## config.mk

```make
export PLATFORM = sky130hd
export DESIGN_NAME = player_instr_arb
export DESIGN_NICKNAME = d
export VERILOG_FILES = /design/src/rtl/player_instr_arb.sv
export SDC_FILE = /design/constraint.sdc
export NUM_CORES = 1
export LEC_CHECK = 0
export CORE_AREA = 3 3 62 64
export CTS_CLUSTER_SIZE = 12
export DETAILED_ROUTE_END_ITERATION = 16
export DIE_AREA = 0 0 65 67
export MAX_ROUTING_LAYER = met4
export PLACE_DENSITY = 0.85
export SLEW_MARGIN = 20
export SYNTH_ARGS = -nofsm -noshare
export SYNTH_HDL_FRONTEND = slang
export SYNTH_SLANG_ARGS = --single-unit
```

## constraint.sdc

```tcl
create_clock -name clk -period 1.6 [get_ports clk]
set_input_delay 0.16 -clock clk [delete_from_list [all_inputs] [get_ports clk]]
set_output_delay 0.16 -clock clk [all_outputs]
set_load 0.02 [all_outputs]
```

## src/rtl/player_instr_arb.sv

```systemverilog
// ---------------------------------------------------------------------------
// player_instr_arb
//
// Arbitrates four player-command requesters (set-HP, heal, damage, move) onto
// one 16-bit instruction channel for the player datapath. At most one request
// is granted per IDLE cycle. The granted instruction is held in HOLD until
// the datapath takes it. A gap counter spaces consecutive MOV instructions.
//
// Instruction word: {op[3:0], operand[7:0], 4'b0000}
//
// Ports
//   clk                                clock, all state on posedge
//   rst_n                              asynchronous active-low reset
//   flush                              synchronous clear (page change)
//   shp_valid / shp_ready / shp_val    set-HP requester (payload 8 bit)
//   heal_valid / heal_ready / heal_amt heal requester
//   dmg_valid / dmg_ready / dmg_amt    damage requester
//   mov_valid / mov_ready / mov_dir    move requester
//   instr / instr_valid / instr_ready  instruction channel to the datapath
//   busy                               high while an instruction is held
// ---------------------------------------------------------------------------
module player_instr_arb #(
   parameter int unsigned MOV_GAP = 4
) (
   input  logic        clk,
   input  logic        rst_n,
   input  logic        flush,
   input  logic        shp_valid,
   output logic        shp_ready,
   input  logic [7:0]  shp_val,
   input  logic        heal_valid,
   output logic        heal_ready,
   input  logic [7:0]  heal_amt,
   input  logic        dmg_valid,
   output logic        dmg_ready,
   input  logic [7:0]  dmg_amt,
   input  logic        mov_valid,
   output logic        mov_ready,
   input  logic [7:0]  mov_dir,
   output logic [15:0] instr,
   output logic        instr_valid,
   input  logic        instr_ready,
   output logic        busy
);

   localparam logic [3:0] OP_HPY = 4'b0001;
   localparam logic [3:0] OP_DPY = 4'b0010;
   localparam logic [3:0] OP_MOV = 4'b0101;
   localparam logic [3:0] OP_SHP = 4'b0110;

   // Requester index order: 0 shp, 1 heal, 2 dmg, 3 mov
   localparam logic [15:0] REQ_OPS  = {OP_MOV, OP_DPY, OP_HPY, OP_SHP};
   localparam logic [3:0]  GAP_LOAD = 4'(MOV_GAP);

   typedef enum logic {
      ST_IDLE,
      ST_HOLD
   } state_t;

   state_t      state_reg, state_next;
   logic [15:0] instr_reg, instr_next;
   logic [3:0]  gap_reg, gap_next;
   logic        last_dpy_reg, last_dpy_next;   // 0: heal won last tie-group grant

   logic [3:0]  grant;
   logic [7:0]  req_payload [4];
   logic [15:0] req_word    [4];
   logic [15:0] req_masked  [4];
   logic [15:0] grant_word;
   logic        dmg_zero;

   assign req_payload[0] = shp_val;
   assign req_payload[1] = heal_amt;
   assign req_payload[2] = dmg_amt;
   assign req_payload[3] = mov_dir;

   // Per-requester candidate instruction, masked by the one-hot grant so the
   // selected word can be formed with a plain OR.
   generate
      for (genvar gi = 0; gi < 4; gi++) begin : g_req
         assign req_word[gi]   = {REQ_OPS[gi*4 +: 4], req_payload[gi], 4'b0000};
         assign req_masked[gi] = grant[gi] ? req_word[gi] : 16'h0000;
      end
   endgenerate

   assign grant_word = req_masked[0] | req_masked[1] | req_masked[2] | req_masked[3];

   // Grant selection: only in IDLE and never in a flush cycle.
   always_comb begin
      grant = 4'b0000;
      if (state_reg == ST_IDLE && !flush) begin
         if (shp_valid) begin
            grant[0] = 1'b1;
         end else if (heal_valid && dmg_valid) begin
            // Tie: give it to whichever of the pair did not win last time.
            if (last_dpy_reg) grant[1] = 1'b1;
            else              grant[2] = 1'b1;
         end else if (heal_valid) begin
            grant[1] = 1'b1;
         end else if (dmg_valid) begin
            grant[2] = 1'b1;
         end else if (mov_valid && gap_reg == 4'd0) begin
            grant[3] = 1'b1;
         end
      end
   end

   // Readies are gated with rst_n so they drop the instant reset asserts,
   // even though the requesters may still be presenting valid.
   assign shp_ready  = grant[0] & rst_n;
   assign heal_ready = grant[1] & rst_n;
   assign dmg_ready  = grant[2] & rst_n;
   assign mov_ready  = grant[3] & rst_n;

   // A zero-damage request is consumed without producing an instruction.
   assign dmg_zero = grant[2] && (dmg_amt == 8'd0);

   always_comb begin
      state_next    = state_reg;
      instr_next    = instr_reg;
      last_dpy_next = last_dpy_reg;
      gap_next      = (gap_reg != 4'd0) ? gap_reg - 4'd1 : 4'd0;

      if (flush) begin
         state_next = ST_IDLE;
         instr_next = 16'h0000;
         gap_next   = 4'd0;
      end else if (state_reg == ST_HOLD) begin
         if (instr_ready) begin
            state_next = ST_IDLE;
            // Spacing starts from the moment the MOV leaves the arbiter.
            if (instr_reg[15:12] == OP_MOV) gap_next = GAP_LOAD;
         end
      end else if (grant != 4'b0000) begin
         if (grant[1]) last_dpy_next = 1'b0;
         if (grant[2]) last_dpy_next = 1'b1;
         if (!dmg_zero) begin
            state_next = ST_HOLD;
            instr_next = grant_word;
         end
      end
   end

   always_ff @(posedge clk or negedge rst_n) begin
      if (!rst_n) begin
         state_reg    <= ST_IDLE;
         instr_reg    <= 16'h0000;
         gap_reg      <= 4'd0;
         last_dpy_reg <= 1'b0;
      end else begin
         state_reg    <= state_next;
         instr_reg    <= instr_next;
         gap_reg      <= gap_next;
         last_dpy_reg <= last_dpy_next;
      end
   end

   assign instr       = instr_reg;
   assign instr_valid = (state_reg == ST_HOLD);
   assign busy        = (state_reg == ST_HOLD);

endmodule

```

### Yosys cells after proc, flatten, opt, wreduce, memory -nomap -nowiden

Index checks and enable logic that the tools add are counted.

* flip-flop bits (word level): 22
* bits of input ports: 40
* output and inout bits: 22
* word-level logic and storage cells: 62

* $add $sub $neg: 1
* equality and inequality tests: 3
* muxes and demuxes: 32
* bitwise logic cells: 9
* reduce and logical (&&, ||, !) cells: 13

Operators by type and width (number)
* $mux 16: 4
* $mux 15: 2
* $mux 4: 6
* $mux 1: 15
* $or 15x13->15: 1
* $or 15x14->15: 1
* $or 15x15->15: 1
* $mux 14: 1
* $mux 13: 1
* $logic_not 8->1: 1
* $reduce_bool 4->1: 2
* $and 1x1->1: 4
* $eq 4x3->1 const B: 1
* $logic_and 1x1->1: 4
* $logic_not 4->1: 1
* $mux 2: 2
* $ne 2x2->1 const B: 2
* $reduce_and 4->1: 1
* $reduce_bool 2->1: 2
* $sub 4x1->4 const B: 1
* $mux 3: 1
* $reduce_and 3->1: 1
* $not 1->1: 2
* $logic_not 1->1: 1

### Logic depth before layout (Yosys ltp)

* word-level depth: 16
* gate-level depth with buffers: 7

### Worst setup path after synthesis

OpenSTA, ideal clock, no wires.

* path kind: register to register
* start point: register gap_reg[0]
* end point: register instr_reg[10] (netlist: instr[10])
* setup time: 0.133 ns
* data arrival time: 1.554 ns
* required time: 1.467 ns
* slack: -0.087 ns
* cell stages (with the launch flop): 8
* path buffers: 1
* clock period less this slack: 1.687 ns
* cell sequence: dfrtp_1 -> inv_1 -> ha_1 -> or3b_1 -> buf_6 -> nor2_4 -> o311a_4 -> o21ai_2

* cells in the longest elaborated chain, start to end: 14

RTL lines
* from (decl): RTL line 62 `logic [3:0] gap_reg, gap_next;`
* from (signal assigned): RTL line 153 `gap_reg <= gap_next;`
* $logic_not 4->1 (*): RTL line 102 `end else if (mov_valid && gap_reg == 4'd0) begin`
* $logic_and 1x1->1 (*): RTL line 102
* $mux 1 (*): RTL line 102
* $mux 1 (*): RTL line 100 `end else if (dmg_valid) begin`
* $mux 2 (*): RTL line 98 `end else if (heal_valid) begin`
* $mux 1 (*): RTL line 94 `end else if (heal_valid && dmg_valid) begin`
* $mux 3 (*): RTL line 92 `if (shp_valid) begin`
* $mux 4 (*): RTL line 91 `if (state_reg == ST_IDLE && !flush) begin`
* $mux 15: RTL line 82 `assign req_masked[gi] = grant[gi] ? req_word[gi] : 16'h0000;`
* $or 15x15->15: RTL line 86 `assign grant_word = req_masked[0] | req_masked[1] | req_masked[2] | req_masked[3];`
* $mux 16: RTL line 137 `if (!dmg_zero) begin`
* $mux 16: RTL line 134 `end else if (grant != 4'b0000) begin`
* $mux 16: RTL line 128 `end else if (state_reg == ST_HOLD) begin`
* $mux 16: RTL line 124 `if (flush) begin`
* to (signal assigned): RTL line 152 `instr_reg <= instr_next;`
* to (decl): RTL line 61 `logic [15:0] instr_reg, instr_next;`

Mark *: on every way between the ends. The rest lies on a longest branch, timed or not. The select of a mux whose other input is x is not followed.
A chain may end at the register's enable or synchronous reset.

### Final worst setup path

* start point: register gap_reg[0]
* end point: output port mov_ready

* cells in the longest elaborated chain, start to end: 9

RTL lines
* $logic_not 4->1: RTL line 102
* $logic_and 1x1->1: RTL line 102
* $mux 1: RTL line 102
* $mux 1: RTL line 100
* $mux 2: RTL line 98
* $mux 1: RTL line 94
* $mux 3: RTL line 92
* $mux 4: RTL line 91
* $and 1x1->1: RTL line 113 `assign mov_ready = grant[3] & rst_n;`
* to (decl): RTL line 38 `output logic mov_ready,`

Every way passes these cells.

==> run_summary.xml <==
<?xml version="1.0" encoding="UTF-8"?>
<metrics>
  <group name="setup_path">
    <metric name="setup.worst_path.end" unit="">mov_ready</metric>
    <metric name="crit_chain" unit="">inv_1 -&gt; ha_1 -&gt; or3b_4 -&gt; nor2_4 -&gt; and3_4 -&gt; buf_6</metric>
    <metric name="critical_path_buf_inv_count" unit="">2</metric>
    <metric name="reg2reg_setup_slack" unit="ps">-250</metric>
    <metric name="worstSetupEndpointType" unit="">primary output</metric>
    <metric name="critical_path.reg2reg.endpoint" unit="">instr[4]</metric>
    <metric name="timing_worst_setup_path_type" unit="">reg2out</metric>
    <metric name="r2r.worst_path.cells" unit="">7</metric>
    <metric name="worstReg2RegStart" unit="">gap_reg[0]</metric>
    <metric name="critical_path_depth" unit="">6</metric>
    <metric name="timing.critical_path.from_type" unit="">register</metric>
    <metric name="arrival" unit="ps">1710</metric>
    <metric name="worst_path_slowest_cell" unit="">or3b_4</metric>
    <metric name="cell_family_with_most_cp_delay" unit="">simple AND/OR/NAND/NOR gates</metric>
    <metric name="required" unit="ps">1440</metric>
    <metric name="startpoint" unit="">gap_reg[0]</metric>
    <metric name="path_max_fanout" unit="">2</metric>
    <metric name="max_stage_delay" unit="ps">410</metric>
  </group>
  <group name="clocking">
    <metric name="clock_tree_from_tritoncts" unit="">done</metric>
    <metric name="numCtsBuffers" unit="">3</metric>
    <metric name="max-clock-path-buffers" unit="">2</metric>
    <metric name="clk_transition_reported_paths" unit="ps">110</metric>
    <metric name="cts_sinks" unit="">17</metric>
    <metric name="clkLatencyLatePin" unit="ps">290</metric>
    <metric name="cts_root_buffer" unit="">clkbuf_4</metric>
    <metric name="cts.hold.buffers_added" unit="">0</metric>
    <metric name="cts.htree.levels" unit="">1</metric>
  </group>
  <group name="floorplan">
    <metric name="die_area" unit="sq um">4360</metric>
    <metric name="core_area" unit="sq um">3340</metric>
    <metric name="rows" unit="">21</metric>
    <metric name="die-width" unit="um">65</metric>
    <metric name="num_io_pins" unit="">62</metric>
    <metric name="die_h" unit="um">67</metric>
    <metric name="initial_utilization" unit="%">35.1</metric>
  </group>
  <group name="drt">
    <metric name="via_per_inst" unit="">5.19</metric>
    <metric name="antenna_left" unit="">0</metric>
    <metric name="wl_per_cell" unit="um">15.6</metric>
    <metric name="detailroute.via_count" unit="">1313</metric>
    <metric name="detail_route.iter0.violations" unit="">76</metric>
    <metric name="wl" unit="um">3960</metric>
    <metric name="first_pass_iters" unit="">5</metric>
    <metric name="remaining_drc_errors" unit="">0</metric>
  </group>
  <group name="timing">
    <metric name="layout_setup_ws" unit="ps">-273</metric>
    <metric name="grt_setup_unrepaired" unit="">true</metric>
    <metric name="maxSlewViolCount" unit="">0</metric>
    <metric name="fin_tns_setup" unit="ps">-2380</metric>
    <metric name="finalWorstPathRequiredPeriod" unit="ps">1870</metric>
    <metric name="worst_clock_skew" unit="ps">8.89</metric>
    <metric name="report.final.hold_viol_count" unit="">0</metric>
    <metric name="fmaxAchievable" unit="MHz">534</metric>
    <metric name="post-route-period-util" unit="%">117</metric>
    <metric name="count_of_final_setup_violators" unit="">13</metric>
  </group>
  <group name="yosys">
    <metric name="synth.yosys.warnings" unit="">0</metric>
    <metric name="post_synth.cell_area_avg" unit="sq um">9.07</metric>
    <metric name="synthesis_stage_register_bit_count" unit="">17</metric>
    <metric name="edff_count_synth" unit="">0</metric>
    <metric name="area_of_the_mapped_netlist" unit="sq um">1170</metric>
    <metric name="netlist-cell-type-count" unit="">35</metric>
    <metric name="synthFlopType" unit="">dfrtp_1</metric>
    <metric name="synth-seq-area-share" unit="%">36.4</metric>
    <metric name="synth_cells" unit="">129</metric>
    <metric name="async_flop_share" unit="%">100</metric>
  </group>
  <group name="pwr">
    <metric name="switching_share" unit="%">39.9</metric>
    <metric name="internal_power" unit="W">0.00115</metric>
    <metric name="p_leak" unit="nW">0.948</metric>
    <metric name="p_sw" unit="W">0.000762</metric>
    <metric name="comb_power_share" unit="%">57.2</metric>
    <metric name="seq_power_share" unit="%">30.5</metric>
    <metric name="power.ir.vdd_worst" unit="V">0.000528</metric>
    <metric name="pwr-share-clk" unit="%">12.3</metric>
    <metric name="pwr_density_cell" unit="nW/um^2">926</metric>
  </group>
  <group name="placed_design">
    <metric name="port-buffer-count" unit="">56</metric>
    <metric name="routabilityCongestion" unit="">0.807</metric>
    <metric name="dp_hpwl" unit="um">2870</metric>
    <metric name="detailedPlace.worstSlack" unit="ps">-507</metric>
  </group>
  <group name="finish">
    <metric name="insertedDiodeCount" unit="">0</metric>
    <metric name="most_common_cell_after_layout_fill_and_taps_aside" unit="">clkdlybuf4s50_1</metric>
    <metric name="finalNetCount" unit="">249</metric>
    <metric name="max_reg_flops" unit="">11</metric>
    <metric name="layout_common_cells" unit="">clkdlybuf4s50_1, buf_4, inv_1</metric>
    <metric name="drive_gt1_share" unit="%">30.9</metric>
    <metric name="layout-area-overhead-vs-synth" unit="%">76.3</metric>
  </group>
  <group name="grt">
    <metric name="largest_net_degree_at_the_start_of_global_routing" unit="">21</metric>
    <metric name="grt_antenna_before_repair" unit="">0</metric>
    <metric name="gr-usage-all-layers" unit="%">19.0</metric>
    <metric name="grt_first_pass_wirelength" unit="um">6190</metric>
    <metric name="first_global_vias" unit="">1301</metric>
    <metric name="grt_overflow" unit="">0</metric>
  </group>
  <group name="status">
    <metric name="failing_checks" unit="">setup timing</metric>
    <metric name="outcome" unit="">finished, violations left</metric>
  </group>
  <group name="min_path">
    <metric name="hold_removal_path_class" unit="">in2async</metric>
  </group>
  <group name="flow_run">
    <metric name="cap_viol_max_count" unit="">0</metric>
  </group>
</metrics>
[synthesized netlist by cell type (2+ instances only)]
library cell  number  area share, %
a21oi_1            4            1.7
nor4_1             2            1.1
a31oi_1            2            1.1
nand2_1           10            3.2
o21ai_2           10            7.5
buf_4              7            4.5
dfrtp_1           17             36
o41ai_1            8            6.0
nand2b_1           3            1.6
nor2_1             4            1.3
buf_2              3            1.3
and3_1             4            2.1
nand3b_1           2            1.3
inv_1             22            7.1
or3b_1             2            1.5
and2_1             2            1.1
clkbuf_1           2           0.64
a222oi_1           8            6.8
[repair_timing]
action                     in CTS  in global routing
pin swaps                       3                  3
cloned                          1                  0
buffers inserted                1                  2
gates resized for setup        36                  5
setup endpoints to repair      17                 17
[layer usage]
layer,track usage [%],wire length (um),vias to the layer above
li1,-,-,615
met1,24.1,1630,633
met2,32.8,2040,63
met3,2.36,275,2
met4,3.17,11,0
met5,-,0,-
[metrics by stage]
step	total power [W]	hold WS (ps)	cell area (sq um)	utilization, %	std cells
after floorplan	0.00112	-136	1190	-	133
after global placement	0.00152	412	1890	56.8	245
after detailed placement	0.00155	411	1890	56.8	245
after CTS	0.00188	96.2	2020	60.6	251
after global routing	0.00201	115	2060	61.8	253
final	0.00191	102	2060	61.8	253
[worst min-delay path by stage]
stage,start,end
2_1_floorplan,rst_n,busy
3_3_place_gp,rst_n,instr[5]
3_5_place_dp,rst_n,instr[5]
4_1_cts,rst_n,instr[5]
5_1_grt,rst_n,instr[5]
6_report,rst_n,instr[5]
[power groups by stage]
| stage | Combinational, W | Clock (W) | Sequential (W) |
|---|---|---|---|
| final | 0.00109 | 0.000235 | 0.000583 |
| after global routing | 0.00117 | 0.000251 | 0.000594 |
| after CTS | 0.00106 | 0.000236 | 0.000580 |
| after detailed placement | 0.000969 | 0 | 0.000585 |
| after global placement | 0.000939 | 0 | 0.000579 |
| after floorplan | 0.000479 | 0 | 0.000640 |
[worst reg2reg max path, stage by stage, from the launching register on]
cell and delay [ps]:
dfrtp_1 400, inv_1 60, ha_1 150, or3b_4 410, buf_4 210, o41ai_2 320
a222oi_1 170, o21ai_2 80
[kinds of logic after synthesis]
group	count (synthesis)	share of synthesized area (%)
flip-flops	17	36.4
AO/OA/AOI/OAI	39	29.6
XOR/XNOR	1	0.749
other	1	0.321
adder cells (fa/ha/maj)	1	1.07
buffers and inverters	36	14.8
AND/OR/NAND/NOR	34	17.1
[final cells by class]
type / instances / area [sq um]
Fill cell: 295 / 1270
Timing Repair Buffer: 83 / 764
Multi-Input combinational cell: 81 / 703
Sequential cell: 17 / 427
Inverter: 22 / 82.6
Tap cell: 46 / 57.6
Clock buffer: 3 / 22.5
Clock inverter: 1 / 5.00
Note: power is estimated with default switching activity, not from simulation.
